[src/rtl/vga_pkg.sv]
// ---------------------------------------------------------------------------
// vga_pkg
//   Shared definitions for the VGA sprite engine: default visible area,
//   motion-mode encodings, the frame-update FSM state set and the
//   per-axis direction encoding.
// ---------------------------------------------------------------------------
package vga_pkg;

  localparam int VGA_H_ACTIVE = 640;
  localparam int VGA_V_ACTIVE = 480;
  localparam int POS_W        = 10;

  typedef enum logic [1:0] {
    MODE_STATIC = 2'd0,
    MODE_WRAP   = 2'd1,
    MODE_BOUNCE = 2'd2,
    MODE_RSVD   = 2'd3
  } mode_e;

  typedef enum logic [1:0] {
    ST_IDLE  = 2'd0,
    ST_WAIT  = 2'd1,
    ST_UPD_X = 2'd2,
    ST_UPD_Y = 2'd3
  } state_e;

  typedef enum logic {
    DIR_POS = 1'b0,
    DIR_NEG = 1'b1
  } dir_e;

endpackage

[src/rtl/sprite_axis_mover.sv]
// ---------------------------------------------------------------------------
// sprite_axis_mover
//   Holds the sprite position and travel direction for one axis and applies
//   one motion step per update strobe.
// Ports:
//   clk_50MHz, rst : system clock, asynchronous active-high reset
//   upd            : one-clk update strobe
//   mode           : motion mode latched for this frame
//   step           : distance to move on this update
//   max_pos        : largest legal position on this axis
//   pos            : current position
//   wrap           : set when the last update wrapped back to 0 (wrap mode)
// ---------------------------------------------------------------------------
module sprite_axis_mover
  import vga_pkg::*;
(
  input  logic             clk_50MHz,
  input  logic             rst,
  input  logic             upd,
  input  mode_e            mode,
  input  logic [POS_W-1:0] step,
  input  logic [POS_W-1:0] max_pos,
  output logic [POS_W-1:0] pos,
  output logic             wrap
);

  logic [POS_W-1:0] pos_q, pos_d;
  dir_e             dir_q, dir_d;
  logic             wrap_q, wrap_d;
  logic [POS_W:0]   sum;

  // One extra bit so pos+step cannot overflow before the limit compare.
  assign sum = {1'b0, pos_q} + {1'b0, step};

  // NOTE: every always_comb output gets a default first, so no path can
  // leave it unassigned and infer a latch.
  always_comb begin
    pos_d  = pos_q;
    dir_d  = dir_q;
    wrap_d = wrap_q;
    if (upd) begin
      wrap_d = 1'b0;
      case (mode)
        MODE_WRAP: begin
          if (sum > {1'b0, max_pos}) begin
            pos_d  = '0;
            wrap_d = 1'b1;
          end else begin
            pos_d = sum[POS_W-1:0];
          end
        end
        MODE_BOUNCE: begin
          // A zero step holds position and never flips direction.
          if (step != '0) begin
            if (dir_q == DIR_POS) begin
              if (sum >= {1'b0, max_pos}) begin
                pos_d = max_pos;
                dir_d = DIR_NEG;
              end else begin
                pos_d = sum[POS_W-1:0];
              end
            end else begin
              // pos < step or pos-step == 0, i.e. the step reaches 0.
              if (pos_q <= step) begin
                pos_d = '0;
                dir_d = DIR_POS;
              end else begin
                pos_d = pos_q - step;
              end
            end
          end
        end
        default: ; // static and reserved modes hold position
      endcase
    end
  end

  // NOTE: state registers use non-blocking assignments so every flop samples
  // the pre-edge values regardless of statement order.
  always_ff @(posedge clk_50MHz or posedge rst) begin
    if (rst) begin
      pos_q  <= '0;
      dir_q  <= DIR_POS;
      wrap_q <= 1'b0;
    end else begin
      pos_q  <= pos_d;
      dir_q  <= dir_d;
      wrap_q <= wrap_d;
    end
  end

  assign pos  = pos_q;
  assign wrap = wrap_q;

endmodule

[src/rtl/vga_sprite_engine.sv]
// ---------------------------------------------------------------------------
// vga_sprite_engine
//   Overlays a ROM-held sprite on a solid background and moves the sprite
//   once per frame (static, raster-wrap or bounce). Everything runs in the
//   clk_50MHz domain; vsync is only edge-detected.
// Ports:
//   clk_50MHz, rst     : system clock, asynchronous active-high reset
//   p_tick             : one-clk pixel enable
//   vsync, video_on    : sync level and active-video flag from vga_sync
//   pixel_x, pixel_y   : current pixel coordinates
//   enable, mode, speed: motion controls, sampled on frame_start
//   rom_addr, rom_data : sprite ROM interface (data valid one p_tick later)
//   rgb                : pixel colour, 2 p_ticks after the pixel coordinates
//   pos_x, pos_y       : sprite top-left corner
//   frame_start        : one-clk pulse on vsync rising edge
// ---------------------------------------------------------------------------
module vga_sprite_engine
  import vga_pkg::*;
#(
  parameter int                 H_ACTIVE    = VGA_H_ACTIVE,
  parameter int                 V_ACTIVE    = VGA_V_ACTIVE,
  parameter int                 SPR_W       = 200,
  parameter int                 SPR_H       = 100,
  parameter int                 COLOR_W     = 6,
  parameter int                 ADDR_W      = 16,
  parameter logic [COLOR_W-1:0] BG_COLOR    = '1,
  parameter logic [COLOR_W-1:0] KEY_COLOR   = '0,
  parameter int                 WRAP_STEP_Y = 50
) (
  input  logic               clk_50MHz,
  input  logic               rst,
  input  logic               p_tick,
  input  logic               vsync,
  input  logic               video_on,
  input  logic [9:0]         pixel_x,
  input  logic [9:0]         pixel_y,
  input  logic               enable,
  input  logic [1:0]         mode,
  input  logic [3:0]         speed,
  output logic [ADDR_W-1:0]  rom_addr,
  input  logic [COLOR_W-1:0] rom_data,
  output logic [COLOR_W-1:0] rgb,
  output logic [9:0]         pos_x,
  output logic [9:0]         pos_y,
  output logic               frame_start
);

  localparam logic [POS_W-1:0] XMAX = POS_W'(H_ACTIVE - SPR_W);
  localparam logic [POS_W-1:0] YMAX = POS_W'(V_ACTIVE - SPR_H);

  // ---------------- frame detect and motion control ----------------
  logic       vsync_q;
  state_e     state_q, state_d;
  mode_e      mode_q, mode_d;
  logic [3:0] speed_q, speed_d;
  logic       wrap_x, wrap_y;
  logic       upd_x, upd_y;
  logic [POS_W-1:0] step_y;

  assign frame_start = vsync & ~vsync_q;

  always_comb begin
    state_d = state_q;
    mode_d  = mode_q;
    speed_d = speed_q;
    // Motion controls are frozen for the whole frame at its start.
    if (frame_start) begin
      mode_d  = mode_e'(mode);
      speed_d = speed;
    end
    case (state_q)
      ST_IDLE:  if (frame_start)           state_d = ST_WAIT;
      ST_WAIT:  if (frame_start && enable) state_d = ST_UPD_X;
      ST_UPD_X:                            state_d = ST_UPD_Y;
      ST_UPD_Y:                            state_d = ST_WAIT;
      default:                             state_d = ST_IDLE;
    endcase
  end

  always_ff @(posedge clk_50MHz or posedge rst) begin
    if (rst) begin
      vsync_q <= 1'b0;
      state_q <= ST_IDLE;
      mode_q  <= MODE_STATIC;
      speed_q <= '0;
    end else begin
      vsync_q <= vsync;
      state_q <= state_d;
      mode_q  <= mode_d;
      speed_q <= speed_d;
    end
  end

  // In wrap mode y only steps when x has just wrapped to the next row band.
  assign upd_x  = (state_q == ST_UPD_X);
  assign upd_y  = (state_q == ST_UPD_Y) && ((mode_q != MODE_WRAP) || wrap_x);
  assign step_y = (mode_q == MODE_WRAP) ? POS_W'(WRAP_STEP_Y) : POS_W'(speed_q);

  sprite_axis_mover u_mover_x (
    .clk_50MHz (clk_50MHz),
    .rst       (rst),
    .upd       (upd_x),
    .mode      (mode_q),
    .step      (POS_W'(speed_q)),
    .max_pos   (XMAX),
    .pos       (pos_x),
    .wrap      (wrap_x)
  );

  sprite_axis_mover u_mover_y (
    .clk_50MHz (clk_50MHz),
    .rst       (rst),
    .upd       (upd_y),
    .mode      (mode_q),
    .step      (step_y),
    .max_pos   (YMAX),
    .pos       (pos_y),
    .wrap      (wrap_y)
  );

  // ---------------- window compare and pixel pipeline ----------------
  logic [POS_W:0]     x_end, y_end;
  logic [POS_W-1:0]   dx, dy;
  logic               in_win;
  logic [ADDR_W-1:0]  rom_addr_q, rom_addr_d;
  logic               in_win_q, in_win_d;
  logic               video_on_q, video_on_d;
  logic [COLOR_W-1:0] rgb_q, rgb_d;

  assign x_end  = {1'b0, pos_x} + (POS_W+1)'(SPR_W - 1);
  assign y_end  = {1'b0, pos_y} + (POS_W+1)'(SPR_H - 1);
  assign in_win = (pixel_x >= pos_x) && ({1'b0, pixel_x} <= x_end) &&
                  (pixel_y >= pos_y) && ({1'b0, pixel_y} <= y_end);
  assign dx     = pixel_x - pos_x;
  assign dy     = pixel_y - pos_y;

  always_comb begin
    rom_addr_d = rom_addr_q;
    in_win_d   = in_win_q;
    video_on_d = video_on_q;
    rgb_d      = rgb_q;
    if (p_tick) begin
      // Stage 1: address is only recomputed inside the sprite window.
      if (in_win) begin
        rom_addr_d = ADDR_W'(dy) * ADDR_W'(SPR_W) + ADDR_W'(dx);
      end
      in_win_d   = in_win;
      video_on_d = video_on;
      // Stage 2: rom_data now belongs to the address registered last tick.
      if (!video_on_q) begin
        rgb_d = '0;
      end else if (in_win_q && (rom_data != KEY_COLOR)) begin
        rgb_d = rom_data;
      end else begin
        rgb_d = BG_COLOR;
      end
    end
  end

  always_ff @(posedge clk_50MHz or posedge rst) begin
    if (rst) begin
      rom_addr_q <= '0;
      in_win_q   <= 1'b0;
      video_on_q <= 1'b0;
      rgb_q      <= '0;
    end else begin
      rom_addr_q <= rom_addr_d;
      in_win_q   <= in_win_d;
      video_on_q <= video_on_d;
      rgb_q      <= rgb_d;
    end
  end

  assign rom_addr = rom_addr_q;
  assign rgb      = rgb_q;

endmodule

[config.mk]
export PLATFORM = sky130hd
export DESIGN_NAME = vga_sprite_engine
export DESIGN_NICKNAME = d
export VERILOG_FILES = /design/src/rtl/vga_pkg.sv /design/src/rtl/sprite_axis_mover.sv /design/src/rtl/vga_sprite_engine.sv
export SDC_FILE = /design/constraint.sdc
export NUM_CORES = 1
export LEC_CHECK = 0
export CAP_MARGIN = 20
export CORE_MARGIN = 2
export CORE_UTILIZATION = 55
export CTS_CLUSTER_SIZE = 16
export DETAILED_ROUTE_END_ITERATION = 7
export GPL_TIMING_DRIVEN = 0
export PLACE_DENSITY = 0.78
export SETUP_SLACK_MARGIN = 0.2
export SLEW_MARGIN = 10
export SYNTH_ARGS = -nofsm -noshare
export SYNTH_HDL_FRONTEND = slang
export SYNTH_SLANG_ARGS = --single-unit
[constraint.sdc]
create_clock -name clk_50MHz -period 5.42 [get_ports clk_50MHz]
set_input_delay 0.542 -clock clk_50MHz [delete_from_list [all_inputs] [get_ports clk_50MHz]]
set_output_delay 0.542 -clock clk_50MHz [all_outputs]
set_load 0.05 [all_outputs]
# After elaboration in Yosys (flattened, before gate mapping)
# Cells that the tools add are included.
# Widths: inputs -> output; s select.
dict set report classes {
  add_sub_neg 9
  mul 1
  n_div 0
  magnitude_cmp 10
  n_eq_ne 10
  shift 0
  n_mux 26
  bitwise 2
  n_reduce_logical 18
}
# operator count
set op_table {}
lappend op_table {{$mux 10} 10}
lappend op_table {{$pmux 10 s2} 2}
lappend op_table {{$ge 11x9->1 const B} 2}
lappend op_table {{$gt 11x9->1 const B} 2}
lappend op_table {{$le 10x11->1} 2}
lappend op_table {{$ge 10x10->1} 2}
lappend op_table {{$reduce_bool 10->1} 2}
lappend op_table {{$sub 10x10->10} 2}
lappend op_table {{$mux 6} 3}
lappend op_table {{$add 16x10->16} 1}
lappend op_table {{$mul 10x5->13 const B} 1}
lappend op_table {{$reduce_and 3->1} 4}
lappend op_table {{$add 10x4->11} 1}
lappend op_table {{$add 10x6->11} 1}
lappend op_table {{$add 10x7->11 const B} 1}
lappend op_table {{$add 10x8->11 const B} 1}
lappend op_table {{$le 10x4->1} 1}
lappend op_table {{$le 10x6->1} 1}
lappend op_table {{$sub 10x4->10} 1}
lappend op_table {{$sub 10x6->10} 1}
lappend op_table {{$mux 1} 8}
lappend op_table {{$pmux 2 s4} 1}
lappend op_table {{$eq 2x2->1 const B} 3}
lappend op_table {{$logic_and 1x1->1} 6}
lappend op_table {{other kinds (11)} 17}
dict set report word_totals {
  ff_bits 56
  latchBits 0
  ramBits 0
  romBits 0
  inputBits 38
  output_inout_bits 43
  word_cells 89
  mem_count 0
}

# Logic depth before layout (Yosys ltp)
dict set report depth {
  depth_word 8
  ltp_mapped 21
}

# By module
# A second synthesis with hierarchy kept.
dict set report unflattened {
  hier_cells 996
  hier_area_um2 8355.5
}
# mod instances cells_per_inst area_each_um2 seq_area_each_um2
set modules_own_cells {}
lappend modules_own_cells {vga_sprite_engine 1 468 4197.8 825.8}
lappend modules_own_cells {{sprite_axis_mover (u_mover_y)} 1 264 2080.7 300.3}
lappend modules_own_cells {{sprite_axis_mover (u_mover_x)} 1 264 2077.0 300.3}

# Worst setup path after synthesis
# Ideal clock, no wire load.
dict set report synth_timing {
  path_type {register -> register}
  from {reg u_mover_y.pos_q[1] (netlist: u_mover_y.pos[1])}
  to {reg rom_addr_q[15] (netlist: rom_addr[15])}
  setup_ns 0.125
  arrival_time_ns 5.130
  required_ns 5.295
  setup_slack_ns 0.166
  path_stages_with_launch 22
  path_buffers 0
  cell_sequence {dfrtp_1 > inv_1 > ha_1 > nor2b_1 > o21ai_0 > nand2_1 > a21o_1 > a21oi_1 > xnor2_1 > ha_1 > ha_1 > inv_1 > fa_1 > inv_1 > ha_1 > o2111ai_1 > nand3_1 > o41a_1 > xnor3_1 > xor2_1 > xnor2_1 > mux2_2}
}
dict set report synth_between {
  elab_chain_len 4
  word_cells_on_any_way 9
  classes_between {3 x add/sub; 1 x mul; 2 x order compare; 3 x reduce/logical}
}
# item line_no
set synth_rtl {}
lappend synth_rtl {{start, declared} sprite_axis_mover.sv:27} ;# logic [POS_W-1:0] pos_q, pos_d;
lappend synth_rtl {{start signal, assigned} sprite_axis_mover.sv:86} ;# pos_q <= pos_d;
lappend synth_rtl {{parallel branches: the longest is 4 deep, another holds $add 16x10->16} -}
lappend synth_rtl {{end signal, assigned} vga_sprite_engine.sv:167} ;# rom_addr_q <= rom_addr_d;
lappend synth_rtl {{end, declared} vga_sprite_engine.sv:125} ;# logic [ADDR_W-1:0] rom_addr_q, rom_addr_d;
# Several ways; the timed one is not identified.
# A chain may end at the register's enable or synchronous reset.

# Worst setup path in the final report
dict set report layout_timing {
  from {in pixel_y[0]}
  to {reg rom_addr_q[15] (netlist: rom_addr[15])}
}
dict set report layout_between {
  elab_chain_len 4
  word_cells_on_any_way 8
  classes_between {2 x add/sub; 1 x mul; 2 x order compare; 3 x reduce/logical}
}
# item line_no
set layout_rtl {}
lappend layout_rtl {{start, declared} vga_sprite_engine.sv:36} ;# input logic [9:0] pixel_y,
lappend layout_rtl {{parallel branches: the longest is 4 deep, another holds $add 16x10->16} -}
# Several ways; the timed one is not identified.

==> metrics.md <==
| Metric | Value |
|---|---|
| Ys async rst share | `100%` |
| Routed vias/inst | `6.00` |
| Total number of vias | `6680` |
| Min-delay worst type | `reg2reg` |
| Overall routed net length | `18700 µm` |
| Critical Path Fanout Max | `3` |
| Hold EP | `rom_addr[0]` |
| Most frequent cells in the layout | `99 x ha_1, 82 x inv_1, 80 x clkdlybuf4s50_1, 55 x dfrtp_1, 54 x o21ai_0` |
| Total CTS buffers | `5` |
| Clk_lat worst skew | `320 ps` |
| Hold Fails Final Rpt | `0` |
| Syn_nets | `999` |
| Final setup viols | `0` |
| CP delay by family, top | `adder cells` |
| Die area | `13800 µm²` |
| Largest area contributor in the netlist | `dfrtp_1` |
| CP bufs+invs | `4` |
| Worst path slowest cell | `fa_1` |
| Wire length per cell | `16.8 µm` |
| CORE AREA | `12600 µm²` |
| Syn_area_per_cell | `8.33 µm²` |
| CTS Root Cell | `clkbuf_16` |
| Nets | `1091` |
| Worst setup margin | `337 ps` |
| Placer Congestion | `0.994` |
| Drt drc | `0` |
| Post-synth top area share | `19.8%` |
| Total GRT Usage | `27.4%` |
| Diodes inserted | `0` |
| Most common cell after layout, fill and taps aside | `ha_1` |
| Largest net degree at the start of global routing | `57` |
| Total gr overflow | `0` |
| CP Data Arrival Time | `5280 ps` |
| Max clock buf depth | `2` |
| Setup TNS | `0 ps` |
| Synthesized area | `7070 µm²` |
| H-tree levels | `2` |
| Top FF cell, synth | `dfrtp_1` |
| Critical path class | `in2reg` |
| Most used cell, CP | `ha_1` |
| Status | `finished, final reports clean` |
| Fmax | `197 MHz` |
| Core Rows | `41` |
| Worst setup EP type | `register` |
| Clock sinks | `56` |
| Die height | `117 µm` |
| Worst Tran Pin Value | `771 ps` |
| Slew Limit Fails | `0` |
| Area Growth Syn to Fin | `17.7%` |
| Die X | `117 µm` |
| Clk_skew | `8.07 ps` |
| Post-synth EDFFs | `0` |
| Total of max-cap violations | `0` |
| RSZ-0062 raised after global routing | `yes` |
| Synth Register Bits | `56` |
| Starting density of the core | `56.2%` |
| Worst hold start | `rom_addr[0]` |
| Worst Reg-to-Reg Cells | `20` |
| Unique masters post-synth | `83` |
| Clock-pin slew on the worst setup and hold paths | `80 ps` |
| Vias in the first global route | `6348` |
| Crit-path cells | `clkdlybuf4s50_1 -> inv_1 -> ha_2 -> fa_2 -> xnor2_1 -> ha_1 -> ha_1 -> ha_1 -> inv_1 -> fa_1 -> inv_1 -> ha_1 -> or2_2 -> a21oi_1 -> a211oi_1 -> and3b_1 -> nand3_1 -> xnor2_1 -> mux2_2` |
| Initial antenna violation count | `0` |
| DRT antenna net count | `0` |
| Reg2reg end | `rom_addr[15]` |
| WHS | `491 ps` |
| Place WS | `-514 ps` |
| DRT Pass-1 Iters | `5` |
| Mapped Cells | `848` |
| Register area share after synthesis | `19.8%` |
| WP data required | `5620 ps` |
| Final period util | `93.8%` |
| Slew Limit Headroom | `48.2%` |
| Top cells by area, synth | `dfrtp_1 20%, ha_1 18%, xnor2_1 5.2%` |
| Startpoint type of the worst setup path | `primary input` |
| Yosys warnings | `0` |
| Global-route wire length before repair | `31100 µm` |
| Register-to-Register Setup Slack | `510 ps` |
| CTS tree | `built` |
| Crit Reg-Reg Startpoint | `u_mover_y.pos[2]` |
| Post-CTS Hold Buffers | `0` |
| Hold Path Cell Cnt | `1` |
| 1st-iter DRT viols | `536` |
| Share of cells above drive strength 1 | `6.59%` |
| I/O pin cnt | `81` |
| Buffers on Ports | `80` |
| Crit-path max cell delay | `530 ps` |
| Fin crit period | `5080 ps` |
| Hpwl dp | `14800 µm` |
worst max-delay path by stage:
| stage | startpoint | slack [ps] | cells past startpoint | endpoint |
|---|---|---|---|---|
| 2_1_floorplan | u_mover_y.pos[3] | 290 | 20 | rom_addr[15] |
| 3_3_place_gp | pixel_y[0] | -450 | 22 | rom_addr[15] |
| 3_5_place_dp | pixel_y[0] | -510 | 22 | rom_addr[15] |
| 4_1_cts | pixel_y[0] | 180 | 21 | rom_addr[15] |
| 5_1_grt | pixel_y[0] | 60 | 19 | rom_addr[15] |
| 6_report | pixel_y[0] | 340 | 19 | rom_addr[15] |
flip-flops by register name, indices dropped and copies added, names as in the netlist:
| signal | count |
|---|---|
| u_mover_y.dir_q | 1 |
| rgb | 6 |
| mode_q | 2 |
| u_mover_x.pos | 10 |
| vsync_q | 1 |
| u_mover_y.pos | 10 |
| video_on_q | 1 |
| speed_q | 4 |
| u_mover_x.wrap | 1 |
| state_q | 2 |
| rom_addr | 16 |
| in_win_q | 1 |
| u_mover_x.dir_q | 1 |
layer usage:
| layer | up-vias | GRT usage, % | part of all wire (%) |
|---|---|---|---|
| met2 | 216 | 45.8 | 47 |
| met3 | 30 | 4.33 | 6.1 |
| met5 | - | 0 | 0 |
| met1 | 3150 | 36.9 | 45 |
| li1 | 3284 | - | - |
| met4 | 0 | 7.45 | 1.8 |
cell type report:
type                    instances  area (µm²)
clock inverters                 3        28.8
clock buffers                   5         125
well taps                     172         215
flip-flops and latches         56        1400
repair buffers                 85         838
fillers                      1090        4250
multi-input cells             679        5270
plain buffers                  30         128
inverters                      83         314
synth_stat cells (all sizes together), types with 5 or more instances:
master and instances:
nand3 16, nor2 53, a22oi 5, nor3 27
clkbuf 23, or2 7, a21o 12, a21oi 45
o21bai 7, or3 7, a31oi 10, a211o 5
nand2 52, ha 101, xnor2 42, mux2 17
o31ai 7, a211oi 10, o211ai 14, and3 5
o21ai 58, inv 83, buf 7, dfrtp 56
nand2b 12, nor2b 29, o21a 11, mux2i 7
xor2 10, fa 12, nand4 9, nor4 13
through the flow:
stage / cell area (µm²) / util, % / std cells
after global routing: 8320 / 66.2 / 1113
final: 8320 / 66.2 / 1113
after global placement: 8080 / 64.3 / 1100
after CTS: 8300 / 66.1 / 1113
after detailed placement: 8090 / 64.3 / 1100
after floorplan: 7070 / - / 848
logic make-up after synthesis:
| kind of cell | count (synthesis) | synth area share (%) |
|---|---|---|
| compound gates | 242 | 23.9 |
| xor+xnor | 53 | 6.76 |
| fa+ha+maj | 113 | 21.3 |
| buf+inv | 113 | 6.22 |
| flops | 56 | 19.8 |
| mux | 24 | 3.70 |
| simple gates | 247 | 18.3 |
what timing repair did:
action	in CTS	in global routing
buffers inserted	5	0
pin swaps	2	5
setup endpoints to repair	2	2
gates cloned	0	0
gates resized for setup	5	5
Power is not shown: default switching activity piles up to over one toggle a cycle in this logic, so the estimate is an artifact.
